## src/rtl/ps2_jump_rx_pkg.sv

```systemverilog
// Shared types and constants for the PS/2 jump receiver: receiver state
// encoding, scan-code prefixes and the default jump key.
package ps2_jump_rx_pkg;

  typedef enum logic [1:0] {
    ST_IDLE   = 2'd0,
    ST_DATA   = 2'd1,
    ST_PARITY = 2'd2,
    ST_STOP   = 2'd3
  } rx_state_e;

  localparam logic [7:0] PS2_BREAK         = 8'hF0;
  localparam logic [7:0] PS2_EXTEND        = 8'hE0;
  localparam logic [7:0] JUMP_CODE_DEFAULT = 8'h29;

  // PS/2 frames carry odd parity: data bits plus parity bit hold an odd count of ones.
  function automatic logic odd_parity_ok(input logic [7:0] data, input logic par);
    return ^{data, par};
  endfunction

endpackage

```

## src/rtl/ps2_frame_rx.sv

```systemverilog
// PS/2 frame receiver: input synchronizers, ps2_clk glitch filter, 11-bit
// frame FSM with parity/stop checking and an idle-clock timeout.
module ps2_frame_rx
  import ps2_jump_rx_pkg::*;
#(
  parameter int unsigned FILTER_LEN     = 8,
  parameter int unsigned TIMEOUT_CYCLES = 200_000
) (
  input  logic       clk_i,
  input  logic       rst_ni,
  input  logic       ps2_clk_i,
  input  logic       ps2_data_i,
  output logic [7:0] rx_data_o,
  output logic       rx_valid_o,
  output logic       frame_err_o
);

  localparam int unsigned     FILT_W    = $clog2(FILTER_LEN + 1);
  localparam int unsigned     TO_W      = $clog2(TIMEOUT_CYCLES + 1);
  localparam logic [FILT_W-1:0] FILT_LAST = FILT_W'(FILTER_LEN - 1);
  localparam logic [TO_W-1:0]   TO_LAST   = TO_W'(TIMEOUT_CYCLES - 1);

  logic [1:0]        clk_sync_q, data_sync_q;
  logic              filt_q, filt_d, filt_prev_q;
  logic [FILT_W-1:0] filt_cnt_q, filt_cnt_d;
  logic              strobe_s, data_s;

  rx_state_e         state_q;
  logic [7:0]        shift_q;
  logic [2:0]        bit_cnt_q;
  logic              par_q;
  logic [TO_W-1:0]   to_cnt_q;
  logic [7:0]        rx_data_q;
  logic              rx_valid_q, frame_err_q;

  // Filtered clock only follows the synchronized line after FILTER_LEN disagreeing samples in a row.
  always_comb begin
    filt_d     = filt_q;
    filt_cnt_d = filt_cnt_q;
    if (clk_sync_q[1] == filt_q) begin
      filt_cnt_d = '0;
    end else if (filt_cnt_q == FILT_LAST) begin
      filt_d     = clk_sync_q[1];
      filt_cnt_d = '0;
    end else begin
      filt_cnt_d = filt_cnt_q + FILT_W'(1);
    end
  end

  // Synchronizers and filter state; idle PS/2 lines are high.
  always_ff @(posedge clk_i or negedge rst_ni) begin
    if (!rst_ni) begin
      clk_sync_q  <= 2'b11;
      data_sync_q <= 2'b11;
      filt_q      <= 1'b1;
      filt_prev_q <= 1'b1;
      filt_cnt_q  <= '0;
    end else begin
      clk_sync_q  <= {clk_sync_q[0], ps2_clk_i};
      data_sync_q <= {data_sync_q[0], ps2_data_i};
      filt_q      <= filt_d;
      filt_prev_q <= filt_q;
      filt_cnt_q  <= filt_cnt_d;
    end
  end

  assign strobe_s = filt_prev_q & ~filt_q;
  assign data_s   = data_sync_q[1];

  // Frame FSM with registered result pulses.
  always_ff @(posedge clk_i or negedge rst_ni) begin
    if (!rst_ni) begin
      state_q     <= ST_IDLE;
      shift_q     <= 8'h00;
      bit_cnt_q   <= 3'd0;
      par_q       <= 1'b0;
      to_cnt_q    <= '0;
      rx_data_q   <= 8'h00;
      rx_valid_q  <= 1'b0;
      frame_err_q <= 1'b0;
    end else begin
      rx_valid_q  <= 1'b0;
      frame_err_q <= 1'b0;
      if (state_q == ST_IDLE) begin
        to_cnt_q <= '0;
        if (strobe_s && !data_s) begin
          state_q   <= ST_DATA;
          shift_q   <= 8'h00;
          bit_cnt_q <= 3'd0;
        end
      end else if (strobe_s) begin
        to_cnt_q <= '0;
        case (state_q)
          ST_DATA: begin
            shift_q   <= {data_s, shift_q[7:1]};
            bit_cnt_q <= bit_cnt_q + 3'd1;
            if (bit_cnt_q == 3'd7) begin
              state_q <= ST_PARITY;
            end
          end
          ST_PARITY: begin
            par_q   <= data_s;
            state_q <= ST_STOP;
          end
          ST_STOP: begin
            if (data_s && odd_parity_ok(shift_q, par_q)) begin
              rx_data_q  <= shift_q;
              rx_valid_q <= 1'b1;
            end else begin
              frame_err_q <= 1'b1;
            end
            state_q <= ST_IDLE;
          end
          default: state_q <= ST_IDLE;
        endcase
      end else if (to_cnt_q == TO_LAST) begin
        // Keyboard went quiet mid-frame: drop the partial byte.
        state_q     <= ST_IDLE;
        frame_err_q <= 1'b1;
        to_cnt_q    <= '0;
      end else begin
        to_cnt_q <= to_cnt_q + TO_W'(1);
      end
    end
  end

  assign rx_data_o   = rx_data_q;
  assign rx_valid_o  = rx_valid_q;
  assign frame_err_o = frame_err_q;

endmodule

```

## src/rtl/ps2_jump_rx.sv

```systemverilog
// PS/2 keyboard jump input: decodes space-bar make/break codes into key_held
// and merges them with the board pushbutton into a per-frame jump request.
module ps2_jump_rx
  import ps2_jump_rx_pkg::*;
#(
  parameter int unsigned CLK_HZ         = 100_000_000,
  parameter int unsigned FILTER_LEN     = 8,
  parameter int unsigned TIMEOUT_CYCLES = 200_000,
  parameter logic [7:0]  JUMP_CODE      = JUMP_CODE_DEFAULT
) (
  input  logic       clk_i,
  input  logic       rst_ni,
  input  logic       ps2_clk_i,
  input  logic       ps2_data_i,
  input  logic       jump_i,
  input  logic       screen_end_i,
  output logic       button_press_o,
  output logic       key_held_o,
  output logic [7:0] rx_data_o,
  output logic       rx_valid_o,
  output logic       frame_err_o
);

  // A zero timeout selects 2 ms derived from the clock frequency.
  localparam int unsigned TIMEOUT_EFF = (TIMEOUT_CYCLES == 0) ? (CLK_HZ / 500) : TIMEOUT_CYCLES;

  logic [7:0] rx_data_s;
  logic       rx_valid_s;
  logic [1:0] jump_sync_q;
  logic       jump_prev_q;
  logic       brk_q, brk_d, ext_q, ext_d;
  logic       key_held_q, key_held_d, key_prev_q;
  logic       button_press_q, button_press_d;
  logic       set_s;

  ps2_frame_rx #(
    .FILTER_LEN     (FILTER_LEN),
    .TIMEOUT_CYCLES (TIMEOUT_EFF)
  ) u_frame_rx (
    .clk_i       (clk_i),
    .rst_ni      (rst_ni),
    .ps2_clk_i   (ps2_clk_i),
    .ps2_data_i  (ps2_data_i),
    .rx_data_o   (rx_data_s),
    .rx_valid_o  (rx_valid_s),
    .frame_err_o (frame_err_o)
  );

  // Scan-code decoder: prefixes arm flags, any other byte consumes them.
  always_comb begin
    brk_d      = brk_q;
    ext_d      = ext_q;
    key_held_d = key_held_q;
    if (rx_valid_s) begin
      if (rx_data_s == PS2_BREAK) begin
        brk_d = 1'b1;
      end else if (rx_data_s == PS2_EXTEND) begin
        ext_d = 1'b1;
      end else begin
        if ((rx_data_s == JUMP_CODE) && !ext_q) begin
          key_held_d = ~brk_q;
        end else begin
          key_held_d = key_held_q;
        end
        brk_d = 1'b0;
        ext_d = 1'b0;
      end
    end else begin
      key_held_d = key_held_q;
    end
  end

  // Only rising edges request a jump, so typematic repeats are ignored.
  assign set_s = (key_held_q & ~key_prev_q) | (jump_sync_q[1] & ~jump_prev_q);

  // Jump latch: a set event beats the end-of-frame clear.
  always_comb begin
    button_press_d = button_press_q;
    if (set_s) begin
      button_press_d = 1'b1;
    end else if (screen_end_i) begin
      button_press_d = 1'b0;
    end else begin
      button_press_d = button_press_q;
    end
  end

  // Decoder, pushbutton synchronizer and latch state.
  always_ff @(posedge clk_i or negedge rst_ni) begin
    if (!rst_ni) begin
      jump_sync_q    <= 2'b00;
      jump_prev_q    <= 1'b0;
      brk_q          <= 1'b0;
      ext_q          <= 1'b0;
      key_held_q     <= 1'b0;
      key_prev_q     <= 1'b0;
      button_press_q <= 1'b0;
    end else begin
      jump_sync_q    <= {jump_sync_q[0], jump_i};
      jump_prev_q    <= jump_sync_q[1];
      brk_q          <= brk_d;
      ext_q          <= ext_d;
      key_held_q     <= key_held_d;
      key_prev_q     <= key_held_q;
      button_press_q <= button_press_d;
    end
  end

  assign button_press_o = button_press_q;
  assign key_held_o     = key_held_q;
  assign rx_data_o      = rx_data_s;
  assign rx_valid_o     = rx_valid_s;

endmodule

```

## config.mk

```make
export PLATFORM = sky130hd
export DESIGN_NAME = ps2_jump_rx
export DESIGN_NICKNAME = d
export VERILOG_FILES = /design/src/rtl/ps2_jump_rx_pkg.sv /design/src/rtl/ps2_frame_rx.sv /design/src/rtl/ps2_jump_rx.sv
export SDC_FILE = /design/constraint.sdc
export NUM_CORES = 1
export LEC_CHECK = 0
export CAP_MARGIN = 20
export CORE_AREA = 3 3 82 84
export CTS_BUF_LIST = sky130_fd_sc_hd__clkbuf_4
export DETAILED_ROUTE_END_ITERATION = 10
export DIE_AREA = 0 0 85 87
export GPL_TIMING_DRIVEN = 0
export HOLD_SLACK_MARGIN = 0.08
export PLACE_DENSITY_LB_ADDON = 0.1
export SKIP_CTS_REPAIR_TIMING = 1
export SYNTH_ARGS = -nofsm -noshare
export SYNTH_HDL_FRONTEND = slang
export SYNTH_SLANG_ARGS = --single-unit
```

## constraint.sdc

```tcl
create_clock -name clk_i -period 4.8 [get_ports clk_i]
set_clock_uncertainty 0.2 [all_clocks]
set_input_delay 1.44 -clock clk_i [delete_from_list [all_inputs] [get_ports clk_i]]
set_output_delay 1.44 -clock clk_i [all_outputs]
set_load 0.02 [all_outputs]
```

==> results of run 1 <==
## sequential cells by signal (all words and copies together) (netlist names), 2 cells and up
name and count:
u_frame_rx.bit_cnt_q 3, u_frame_rx.rx_data_o 8, u_frame_rx.shift_q 8, u_frame_rx.clk_sync_q 2, jump_sync_q 2, u_frame_rx.data_sync_q 2
u_frame_rx.state_q 2, u_frame_rx.to_cnt_q 18, u_frame_rx.filt_cnt_q 4
## cells in the mapped netlist (5+ instances only)
library cell	number
dfrtp_1	54
nor2_1	23
nand2_1	13
a22o_1	10
ha_1	10
xnor2_1	9
xor2_1	9
a21oi_1	8
inv_1	8
mux2_4	8
nand3_1	7
and3_1	6
dfstp_2	6
o21ai_0	5
## per-stage QoR
stage	hold slack (ns)	power (mW)
after floorplan	0.1312	0.7820
after global placement	0.1341	0.8445
after detailed placement	0.1404	0.8513
after CTS	0.1614	1.264
after global routing	0.1703	1.322
final	0.1610	1.244
## cell families after synthesis
group / synth area share
compound gates: 0.08306
xor+xnor: 0.07560
fa+ha+maj: 0.04666
buf+inv: 0.01726
flops: 0.5628
mux: 0.06206
simple gates: 0.1526
## power by group
| part | internal (mW) | switching (mW) | total, mW |
|---|---|---|---|
| logic | 0.104 | 0.126 | 0.230 |
| clock network | 0.217 | 0.190 | 0.407 |
| registers | 0.560 | 0.0459 | 0.606 |
## area by class of cell
type | count | share of cell area
Sequential cell | 60 | 0.4818
Tap cell | 75 | 0.02996
Multi-Input combinational cell | 151 | 0.3596
Inverter | 8 | 0.009589
Timing Repair Buffer | 18 | 0.06153
Clock inverter | 6 | 0.02837
Buffer | 4 | 0.005194
Clock buffer | 10 | 0.02397
## worst max-delay path by stage
stage | startpoint | slack (ns) | to
floorplan | u_frame_rx.rx_data_o[4]$_DFFE_PN0P_ | 2.69 | rx_data_o[4]
global placement | rst_ni | 0.17 | u_frame_rx.filt_cnt_q[3]$_DFF_PN0_
detailed placement | u_frame_rx.rx_data_o[4]$_DFFE_PN0P_ | 2.13 | rx_data_o[4]
CTS | u_frame_rx.rx_data_o[4]$_DFFE_PN0P_ | 1.69 | rx_data_o[4]
global route | u_frame_rx.rx_data_o[4]$_DFFE_PN0P_ | 1.63 | rx_data_o[4]
finish | u_frame_rx.rx_data_o[4]$_DFFE_PN0P_ | 1.72 | rx_data_o[4]
## metal layers
| layer | wire length (microns) | GRT usage |
|---|---|---|
| met1 | 2252 | 0.1801 |
| met2 | 1984 | 0.2027 |
| met3 | 150 | 0.03784 |
| met4 | 77 | 0.07770 |
| met5 | 0 | 0 |
==> qor.csv, run 1 <==
stage,metric,value,unit
layout,multi-input logic area,0.001126,sq mm
layout,design area,0.003132,sq mm
route,DRT Wirelength,4465,microns
route,DRC violations left,0,
worst_setup_path,"Buf+Inv Stages, Crit Path",1,
logic_synthesis,Yosys cell types,40,
route,TritonRoute pass-1 iters,4,
worst_setup_path,CP max stage cell,clkdlybuf4s50_1,
hold_path,Worst Hold Launch,u_frame_rx.clk_sync_q[0]$_DFF_PN1_,
route,Vias,1713,
cts,clk_lat worst skew,0.39,ns
power_and_ir_drop,Lkg Pwr,1.416,nW
logic_synthesis,"FFs w/ async S/R, synth",1.000,
sta,Slew Limit Fails,0,
route,DRT antenna net count,0,
worst_setup_path,CP top delay family,buffers and inverters,
job,max_cap viols,0,
worst_setup_path,R2R Path Start,u_frame_rx.to_cnt_q[13]$_DFF_PN0_,
logic_synthesis,Syn Inst Count,223,
hold_path,Worst Hold Endpoint,u_frame_rx.clk_sync_q[1]$_DFF_PN1_,
floorplan,Initial Util,0.4476,
logic_synthesis,largest cells by area after synthesis,"dfrtp_1 (50%), dfstp_2 (5.9%), ha_1 (4.7%)",
sta,Final period util,0.6422,
cts,H-tree depth,3,
sta,final hold vios,0,
logic_synthesis,"Seq/Total Area, Yosys",0.5628,
sta,f_max,324.4,MHz
placement,IO Port Bufs,17,
sta,Worst Max-Slew Pin Slew,0.8458,ns
layout,most frequent cells in the layout,"dfrtp_1 (54), nor2_1 (23), clkdlybuf4s50_1 (16), nand2_1 (13)",
grt,grt ovf,0,
worst_setup_path,CP max FO,5,
worst_setup_path,CP peak stage delay,0.63,ns
logic_synthesis,Mapped Area,0.002681,sq mm
worst_setup_path,data arrival time of the critical path,1.44,ns
logic_synthesis,Yosys reg bits,60,
placement,hpwl dp,3055,microns
cts,Root Buffer,clkbuf_4,
placement,DP Area,0.002968,sq mm
logic_synthesis,Yosys top cell area share,0.5040,
sta,Setup-failing EPs final,0,
worst_setup_path,WP data required,3.16,ns
sta,total negative slack,0,ns
grt,global-route wire length before repair,7921,microns
layout,Seq. cell area,0.001509,sq mm
sta,PnR worst setup slack,1.717,ns
logic_synthesis,Post-synth EDFFs,0,
grt,pin count of the biggest net entering global routing,38,
grt,GRT Util Overall,0.1367,
grt,initial antenna violation count,0,
logic_synthesis,Synth Net Count,239,
worst_setup_path,Crit Reg-Reg Endpoint,u_frame_rx.to_cnt_q[15]$_DFF_PN0_,
floorplan,Die Y,87,microns
hold_path,Worst Hold Depth,0,
layout,"most common cell after layout, fill and taps aside",dfrtp_1,
power_and_ir_drop,power per standard cell area,397.1,mW/mm^2
worst_setup_path,R2R depth,5,
sta,Rel. slew slack,0.4362,
grt,vias in the first global route,1747,
sta,RSZ-0062 raised after global routing,no,
floorplan,die width,85,microns
worst_setup_path,Critical Path End Type,output port,
floorplan,Site Rows,28,
cts,CTS Buffer Depth,2,
floorplan,full die area,0.007395,sq mm
placement,gpl congestion,0.7340,
worst_setup_path,CP Launch Type,register,
placement,DP Worst Slack,2.135,ns
placement,Inst Count DP,316,
worst_setup_path,Worst R2R Setup Slack,2.54,ns
cts,CTS Buf Count,9,
worst_setup_path,CP Depth,1,
layout,layout cells sized above 1,0.1479,
logic_synthesis,"Avg Cell Area, Syn",12.02,sq um
power_and_ir_drop,maximum vdd ir drop,0.2110,mV
cts,CTS Sinks,60,
floorplan,I/O pin total,18,
layout,FILL cells,517,
route,vias per cell,5.160,
floorplan,core box area,0.005991,sq mm
logic_synthesis,Most used DFF post-synth,dfrtp_1,
status,status,"complete, no violations",
layout,Area Overhead vs Synth,16.80,%
layout,fin util,0.5228,
layout,nets,268,
sta,Final Critical Period,3.083,ns
cts,CTS tree,built,
logic_synthesis,Ys Warns,0,
worst_setup_path,sequence of cells on the critical path,clkdlybuf4s50_1,
layout,antenna diode count,0,
hold_path,Worst Hold Class,reg2reg,
logic_synthesis,leading area contributor after synthesis,dfrtp_1,
cts,"CTS clk-pin slew, worst paths",0.10,ns
route,Iteration-0 DRC Markers,63,
worst_setup_path,Setup Crit Path Kind,reg2out,
route,WL per Instance,13.45,microns
layout,final cell count without fillers,332,
(Power assumes the default switching activity.)
==> inputs of run 2 (changes only) <==
Clock period 4.8 ns to 3.15 ns, I/O delays scaled along.
==> results of run 2 <==
The final DEF is identical to that of run 1. Status: complete, no violations.
Main changes from that run: setup slack after placement 2.135 ns -> 0.8780 ns; setup slack after layout 1.717 ns -> 0.5623 ns; register-to-register setup slack 2.54 ns -> 0.89 ns; total power 1.244 mW -> 1.895 mW; worst IR drop on VDD 0.2110 mV -> 0.3215 mV
==> inputs of run 3 (changes only) <==
Clock period 3.15 ns to 2.4 ns, I/O delays scaled along.
==> run 3 against run 2 <==
  * Power is 31% higher
  * Wire length about the same
  * Via count down 1.1%
  * Cell area increased by 0.60%
  * Clock-buffer cell count did not move
  * First-iteration DRC count decreased by 3.2%
  * Non-clock buffer count is the same
  * Setup slack worse by 0.47 ns
  * Core utilization grew 0.31 points
  * Critical endpoint is now rx_data_o[1]
  * Largest cell class unchanged
  * Largest power group unchanged
==> qor.csv, run 3 (same netlist as run 1, synthesis figures left out) <==
stage,metric,value,unit,change
route,WL per Instance,13.44,microns,about the same
cts,clk_lat worst skew,0.39,ns,about the same
sta,total negative slack,0,ns,unchanged
route,Iteration-0 DRC Markers,61,,-3.2%
layout,max reg flops,18,,unchanged
worst_setup_path,"Buf+Inv Stages, Crit Path",1,,unchanged
power_and_ir_drop,Clock Power Share,0.327,,about the same
route,vias per cell,5.102,,-1.1%
grt,initial antenna violation count,0,,unchanged
cts,H-tree depth,3,,unchanged
hold_path,Worst Hold Class,reg2reg,,
floorplan,Initial Util,0.4476,,unchanged
sta,Worst Max-Slew Pin Slew,0.8349,ns,-0.01087 ns
worst_setup_path,CP top delay family,buffers and inverters,,
power_and_ir_drop,Lkg Pwr,1.550,nW,+9.5%
placement,DP Area,0.002968,sq mm,unchanged
job,max_cap viols,0,,unchanged
sta,Rel. slew slack,0.4434,,+0.007247
sta,hold slack,0.1610,ns,unchanged
worst_setup_path,sequence of cells on the critical path,clkdlybuf4s50_1,,
hold_path,Worst Hold Depth,0,,unchanged
sta,Final period util,0.9622,,
power_and_ir_drop,Pint,1.765,mW,
sta,Slew Limit Fails,0,,unchanged
sta,Final Critical Period,2.309,ns,
layout,nets,268,,unchanged
worst_setup_path,Setup Crit Path Kind,reg2out,,
route,TritonRoute pass-1 iters,4,,unchanged
layout,"most common cell after layout, fill and taps aside",dfrtp_1,,
cts,CTS Buffer Depth,2,,unchanged
grt,GRT Util Overall,0.1367,,unchanged
power_and_ir_drop,Net Sw Power,723.1,uW,
layout,antenna diode count,0,,unchanged
worst_setup_path,data arrival time of the critical path,1.39,ns,-0.05 ns
worst_setup_path,CP peak stage delay,0.61,ns,-0.02 ns
worst_setup_path,CP Depth,1,,unchanged
floorplan,full die area,0.007395,sq mm,unchanged
route,DRT antenna net count,0,,unchanged
worst_setup_path,CP Launch Type,register,,
placement,hpwl dp,3055,microns,unchanged
grt,vias in the first global route,1747,,unchanged
power_and_ir_drop,combinational power share,0.186,,about the same
floorplan,die width,85,microns,unchanged
cts,CTS tree,built,,
floorplan,Site Rows,28,,unchanged
power_and_ir_drop,Sw Share,0.2906,,
sta,final hold vios,0,,unchanged
placement,gpl congestion,0.7340,,unchanged
cts,CTS Buf Count,9,,unchanged
route,DRC violations left,0,,unchanged
placement,IO Port Bufs,17,,unchanged
power_and_ir_drop,sequential share of power,0.487,,about the same
worst_setup_path,Critical Path End Type,output port,,
layout,Reg with most FFs,u_frame_rx.to_cnt_q,,
sta,RSZ-0062 raised after global routing,no,,
floorplan,core box area,0.005991,sq mm,unchanged
floorplan,I/O pin total,18,,unchanged
floorplan,Die Y,87,microns,unchanged
worst_setup_path,CP max stage cell,clkdlybuf4s50_1,,
layout,design area,0.003151,sq mm,+0.60%
layout,FILL cells,515,,-0.39%
worst_setup_path,CP max FO,3,,-2
status,status,"complete, no violations",,
grt,global-route wire length before repair,7921,microns,unchanged
route,DRT Wirelength,4462,microns,about the same
worst_setup_path,WP data required,1.48,ns,
grt,pin count of the biggest net entering global routing,38,,unchanged
power_and_ir_drop,maximum vdd ir drop,0.4219,mV,
grt,grt ovf,0,,unchanged
sta,f_max,433.0,MHz,
cts,CTS Sinks,60,,unchanged
route,Vias,1694,,-1.1%
power_and_ir_drop,Pwr Total,2.488,mW,
cts,Root Buffer,clkbuf_4,,
layout,Area Overhead vs Synth,17.50,%,
worst_setup_path,R2R depth,5,,unchanged
layout,layout cells sized above 1,0.1518,,+0.003891
layout,most frequent cells in the layout,"dfrtp_1 (54), nor2_1 (23), nand2_1 (13)",,
power_and_ir_drop,power per standard cell area,789.7,mW/mm^2,
cts,"CTS clk-pin slew, worst paths",0.11,ns,about the same
sta,Setup-failing EPs final,0,,unchanged
run 3: final timing paths:
| path | from | end | slack, ns |
|---|---|---|---|
| hold reg to reg | u_frame_rx.clk_sync_q[0]$_DFF_PN1_ | u_frame_rx.clk_sync_q[1]$_DFF_PN1_ | 0.16 |
| hold / removal | u_frame_rx.clk_sync_q[0]$_DFF_PN1_ | u_frame_rx.clk_sync_q[1]$_DFF_PN1_ | 0.16 |
| setup reg to reg | u_frame_rx.shift_q[4]$_DFFE_PN0P_ | u_frame_rx.rx_data_o[4]$_DFFE_PN0P_ | 0.17 |
| min in group asynchronous | rst_ni | key_prev_q$_DFF_PN0_ | 0.21 |
| setup / recovery | u_frame_rx.rx_data_o[1]$_DFFE_PN0P_ | rx_data_o[1] | 0.09 |
| max in group asynchronous | rst_ni | u_frame_rx.bit_cnt_q[0]$_DFFE_PN0P_ | 1.18 |
run 3: power by group through the flow:
stage / Combinational (mW) / Clock [mW] / Sequential (mW)
finish: 0.462 / 0.814 / 1.21
global route: 0.533 / 0.880 / 1.23
CTS: 0.473 / 0.842 / 1.21
detailed placement: 0.469 / 0 / 1.23
global placement: 0.457 / 0 / 1.23
floorplan: 0.353 / 0 / 1.21
run 3: area by class of cell:
cell class / count / area (sq um) / share of cell area
buffer: 4 / 17.52 / 0.005560
tap: 75 / 93.84 / 0.02979
timing repair buffer: 18 / 210.2 / 0.06672
clock inverter: 6 / 88.84 / 0.02820
inverter: 8 / 30.03 / 0.009531
sequential: 60 / 1509 / 0.4790
multi-input combinational: 151 / 1126 / 0.3574
clock buffer: 10 / 75.07 / 0.02383
run 3: metrics by stage:
step | instances | setup slack (ns) | util
after global routing | 332 | 0.007723 | 0.5259
after detailed placement | 316 | 0.1280 | 0.4954
after CTS | 332 | 0.007346 | 0.5228
after global placement | 315 | -1.514 | 0.4916
after floorplan | 223 | 0.3445 | -
final | 332 | 0.09065 | 0.5259
run 3: routing by layer:
metal | vias to the layer above | wire (microns) | track usage
li1 | 843 | - | -
met1 | 822 | 2251 | 0.1801
met2 | 22 | 1977 | 0.2027
met3 | 7 | 156 | 0.03784
met4 | 0 | 77 | 0.07770
met5 | - | 0 | 0
